[src/rtl/piso_vr_if.sv]
// Valid/ready stream bundle shared by the wide input side and the narrow
// output side of the width down-converter.
//
// Handshake: a transfer happens on a rising clock edge where valid and ready
// are both high. The producer holds data and valid stable until that edge.
// The consumer may raise or lower ready at any time.
interface valid_ready_std_if #(
    parameter int DATAWIDTH = 8
);
    logic [DATAWIDTH-1:0] data;
    logic                 valid;
    logic                 ready;

    // Consumer side: takes data/valid, returns ready.
    modport in  (input data, input valid, output ready);
    // Producer side: drives data/valid, observes ready.
    modport out (output data, output valid, input ready);
endinterface

[src/rtl/piso_vr.sv]
// Parallel-in/serial-out width down-converter. Each IN_W word accepted on din
// is emitted on dout as IN_W/OUT_W beats, most or least significant slice
// first, with last marking the final beat. A one-word holding register lets
// the next word arrive while the current one drains, so words stream without
// a bubble between them.
module piso_vr #(
    parameter int IN_W      = 8,
    parameter int OUT_W     = 2,
    parameter bit MSB_FIRST = 1'b1
) (
    input  logic                 clk,
    input  logic                 rst_n,
    valid_ready_std_if.in        din,
    valid_ready_std_if.out       dout,
    output logic                 last
);

    localparam int RATIO = IN_W / OUT_W;
    localparam int CNT_W = (RATIO > 1) ? $clog2(RATIO) : 1;
    localparam logic [CNT_W-1:0] LAST_CNT = CNT_W'(RATIO - 1);

    // Reject widths that do not split into at least two whole beats.
    if (((IN_W % OUT_W) != 0) || (RATIO < 2)) begin : g_bad_params
        $error("piso_vr: IN_W must be a multiple of OUT_W with IN_W/OUT_W >= 2");
    end

    // Buffer occupancy: EMPTY = nothing held, ONE = shift register loaded,
    // TWO = shift register and holding register both loaded.
    typedef enum logic [1:0] {
        OCC_EMPTY = 2'd0,
        OCC_ONE   = 2'd1,
        OCC_TWO   = 2'd2
    } occ_e;

    occ_e             occ_q, occ_d;
    logic [IN_W-1:0]  s_q, s_d;
    logic [IN_W-1:0]  h_q, h_d;
    logic [CNT_W-1:0] cnt_q, cnt_d;

    logic             in_fire;
    logic             out_fire;
    logic             final_fire;
    logic [OUT_W-1:0] slice [RATIO];
    logic [CNT_W-1:0] slice_idx;

    // Ready depends only on registered occupancy, never on dout.ready.
    assign din.ready  = (occ_q != OCC_TWO);
    assign dout.valid = (occ_q != OCC_EMPTY);

    assign in_fire    = din.valid && din.ready;
    assign out_fire   = dout.valid && dout.ready;
    assign final_fire = out_fire && (cnt_q == LAST_CNT);

    // Split the shift register into beat-sized slices, slice 0 at the LSBs.
    for (genvar i = 0; i < RATIO; i++) begin : g_slice
        assign slice[i] = s_q[i*OUT_W +: OUT_W];
    end

    // Map the beat counter onto a slice according to the chosen bit order.
    always_comb begin
        slice_idx = cnt_q;
        if (MSB_FIRST) begin
            slice_idx = LAST_CNT - cnt_q;
        end
    end

    assign dout.data = slice[slice_idx];
    assign last      = dout.valid && (cnt_q == LAST_CNT);

    // Next-state: beat counting, refill of S on the final beat, and capture of
    // incoming words into S (when empty) or H (when S is busy).
    always_comb begin
        occ_d = occ_q;
        s_d   = s_q;
        h_d   = h_q;
        cnt_d = cnt_q;

        if (final_fire) begin
            cnt_d = '0;
            if (occ_q == OCC_TWO) begin
                // din.ready is low here, so no input can land this cycle.
                s_d   = h_q;
                occ_d = OCC_ONE;
            end else if (in_fire) begin
                s_d   = din.data;
            end else begin
                occ_d = OCC_EMPTY;
            end
        end else begin
            if (out_fire) begin
                cnt_d = cnt_q + 1'b1;
            end
            if (in_fire) begin
                if (occ_q == OCC_EMPTY) begin
                    s_d   = din.data;
                    cnt_d = '0;
                    occ_d = OCC_ONE;
                end else begin
                    h_d   = din.data;
                    occ_d = OCC_TWO;
                end
            end
        end
    end

    // State registers; reset discards any held words at once.
    always_ff @(posedge clk or negedge rst_n) begin
        if (!rst_n) begin
            occ_q <= OCC_EMPTY;
            s_q   <= '0;
            h_q   <= '0;
            cnt_q <= '0;
        end else begin
            occ_q <= occ_d;
            s_q   <= s_d;
            h_q   <= h_d;
            cnt_q <= cnt_d;
        end
    end

endmodule

[src/flat_wrapper.sv]
// flat-port wrapper written by rule: the top's interface ports become plain ports
module piso_vr_flat 
#(
    parameter int IN_W      = 8,
    parameter int OUT_W     = 2,
    parameter bit MSB_FIRST = 1'b1
)
  (clk, rst_n, last, din_data, din_valid, din_ready, dout_data, dout_valid, dout_ready);
  valid_ready_std_if #(.DATAWIDTH(8)) din_i ();
  valid_ready_std_if #(.DATAWIDTH(2)) dout_i ();
  input  logic clk;
  input  logic rst_n;
  output logic last;
  input wire logic [$bits(din_i.data)-1:0] din_data;
  input wire logic [$bits(din_i.valid)-1:0] din_valid;
  output wire logic [$bits(din_i.ready)-1:0] din_ready;
  output wire logic [$bits(dout_i.data)-1:0] dout_data;
  output wire logic [$bits(dout_i.valid)-1:0] dout_valid;
  input wire logic [$bits(dout_i.ready)-1:0] dout_ready;
  assign din_i.data = din_data;
  assign din_i.valid = din_valid;
  assign din_ready = din_i.ready;
  assign dout_data = dout_i.data;
  assign dout_valid = dout_i.valid;
  assign dout_i.ready = dout_ready;
  piso_vr #(.IN_W(IN_W), .OUT_W(OUT_W), .MSB_FIRST(MSB_FIRST)) u_core (.clk(clk), .rst_n(rst_n), .din(din_i), .dout(dout_i), .last(last));
endmodule
[config.mk]
export PLATFORM = sky130hd
export DESIGN_NAME = piso_vr_flat
export DESIGN_NICKNAME = d
export VERILOG_FILES = /design/src/rtl/piso_vr_if.sv /design/src/rtl/piso_vr.sv /design/src/flat_wrapper.sv
export SDC_FILE = /design/constraint.sdc
export NUM_CORES = 1
export LEC_CHECK = 0
export ABC_AREA = 1
export CORE_ASPECT_RATIO = 1.2
export CORE_MARGIN = 1.5
export CORE_UTILIZATION = 50
export DETAILED_ROUTE_END_ITERATION = 12
export PLACE_DENSITY = 0.75
export SYNTH_ARGS = -nofsm -noshare
export SYNTH_HDL_FRONTEND = slang
export SYNTH_SLANG_ARGS = --single-unit
export TNS_END_PERCENT = 5
[constraint.sdc]
create_clock -name clk -period 3.3 [get_ports clk]
set_input_delay 0.33 -clock clk [delete_from_list [all_inputs] [get_ports clk]]
set_output_delay 0.33 -clock clk [all_outputs]
set_load 0.02 [all_outputs]
==> results.ini <==
[status]
status=completed

[grt]
grt_pass1_vias=842
track_usage=0.205
grt_overflow_total=0
grt_pass1_wl_um=3620
grt_max_degree=21
antenna_found_initial=0

[place]
hpwlAfterDp_um=1520
place_area_um2=1280
dp_slack_ns=1.44
port_buffers=16
routabilityCongestion=0.780

[clock_network]
path_clk_slew_ns=0.12
post_cts_resized=0
clock-sinks=20
clock_latency_ns=0.31
cts_hold_buffers=0
root_buffer=clkbuf_4
cts_inserted_buffers=3
cts_max_level=1
cts_buffer_depth=2
post_cts_buffers=0
tritoncts=done

[floorplanning]
die-area_um2=2480
ios=17
rows=18
core_area_um2=2070
die_w_um=45.7
die_h_um=54.3
start_util=0.529

[critical_path]
crit_type=flip-flop to output pin
critPathRequiredTime_ns=2.97
worstPathArrival_ns=1.89
endpoint_kind=output pin
worstPathMaxFanout=7
critPathLaunchType=flip-flop

[routing]
top_layer=met4
route.layer.met1.wl_um=957
num_vias=931
dr_wl_met3_um=55
drtAntennaViolNets=0
vias_per_cell=4.82
wl_met2_um=953
wire_per_inst_um=10.3
firstDrtPassIters=4
drt_iter0_markers=31
wl_um=1990
route.detailed.drc=0

[yosys]
yosysWarningCount=0
yosysSeqAreaShare=0.457
netlist_area_um2=1100
syn-num-nets=157
synth_top_area_cell=dfrtp_1
synth_area_leaders=dfrtp_1, nand2_1, inv_1
ys_ff_latch=20
synth.distinct_cells=19
synth_cells=144
synth_top_area_share=0.457
syn_area_per_cell_um2=7.61

[finish]
diodes=0
area_delta_synth_final_pct=21.8
fillers=190
multi_input_area_um2=482
nets=177
ff_latch_area_um2=500
final_area_um2=1340
final_core_util=0.644
drive_above_1_share=0.135

[timing]
maxSlewViolCount=0
rsz0062_at_grt=no
relSlewSlack=0.413
holdWs_ns=0.492
finalSetupTns_ns=0
period_needed_ns=2.22
max_freq_mhz=451
setup_viol=0
finalHoldViolations=0
final.setup.worst_slack_ns=1.08
min_period_over_period=0.672
skew_ns=0.00585
max_slew.worst_pin.slew_ns=0.878

[run]
cap_violations=0

[pwr]
p_per_area_nw_per_um2=938
peakVddDrop_mv=0.503
power_leakage_nw=0.711

[worst_hold_path]
hold_class=flip-flop to flip-flop

==> power breakdown <==
group	internal, W	switching, W
Combinational	0.000243	0.000358
Clock	0.000123	0.0000802
Sequential	0.000365	0.0000835
Total	0.000731	0.000522
==> synth_stat cells <==
| master | instances |
|---|---|
| a21oi_4 | 1 |
| buf_6 | 1 |
| clkinv_2 | 1 |
| dfrtp_1 | 20 |
| ha_1 | 1 |
| inv_1 | 24 |
| inv_2 | 2 |
| nand2_1 | 50 |
| nand2_2 | 2 |
| nand2_4 | 1 |
| nand3_1 | 12 |
| nand4_2 | 1 |
| nor2_1 | 9 |
| nor2_2 | 1 |
| nor2_4 | 1 |
| nor3_1 | 1 |
| o21ai_0 | 6 |
| o21ai_2 | 8 |
| o22ai_1 | 2 |
==> cells by family (layout without fill, tap and decap cells) <==
kind of cell | Yosys count | in the layout | share of synthesized area
AO/OA/AOI/OAI | 17 | 17 | 0.118
adder cells (fa/ha/maj) | 1 | 1 | 0.0114
AND/OR/NAND/NOR | 78 | 78 | 0.310
flip-flops | 20 | 20 | 0.457
buffers and inverters | 28 | 47 | 0.104
==> worst max-delay path, cell delays in order, from the launching register on <==
cell	delay (ns)
dfrtp_1	0.46
ha_1	0.33
inv_1	0.07
nor2_1	0.11
clkdlybuf4s50_1	0.61
==> metrics by stage <==
step                total power [W]  cells
finish                      0.00125    193
global route                0.00137    193
CTS                         0.00127    193
detailed placement          0.00106    189
global placement            0.00104    189
floorplan                  0.000884    144
==> placed cells by master, fill, tap and decap left out, types with 2 or more instances in the layout <==
cell,n
o21ai_2,8
o22ai_1,2
clkdlybuf4s50_1,16
nand2_2,2
nor2_1,9
inv_2,2
clkbuf_4,3
inv_1,24
dfrtp_1,20
o21ai_0,6
nand3_1,12
nand2_1,50
==> final timing paths <==
kind	startpoint	to	slack, ns	cells after the start
setup / recovery	u_core.cnt_q[0]	last	1.08	4
hold / removal	u_core.h_q[5]	u_core.h_q[5]	0.49	2
setup reg to reg	u_core.cnt_q[0]	u_core.s_q[0]	1.69	6
hold reg to reg	u_core.h_q[5]	u_core.h_q[5]	0.49	2
max in group asynchronous	rst_n	u_core.s_q[2]	2.26	1
min in group asynchronous	rst_n	u_core.s_q[1]	0.50	1
==> final cells by class <==
type	instances	share of cell area
repair buffers	16	0.120
clock inverters	1	0.0225
flip-flops and latches	20	0.375
well taps	30	0.0281
clock buffers	3	0.0169
inverters	27	0.0769
multi-input cells	96	0.361
==> per-layer routing <==
layer  GRT usage  vias to the layer above
met5           0                        -
met4      0.0857                        0
met3      0.0396                        4
met2       0.312                       15
met1       0.285                      430
li1            -                      482
==> flip-flops by register name, summed over array words and instances (netlist names) <==
name,cells
u_core.occ_q,2
u_core.h_q,8
u_core.cnt_q,2
u_core.s_q,8
Power figures use the tool's default switching activity.
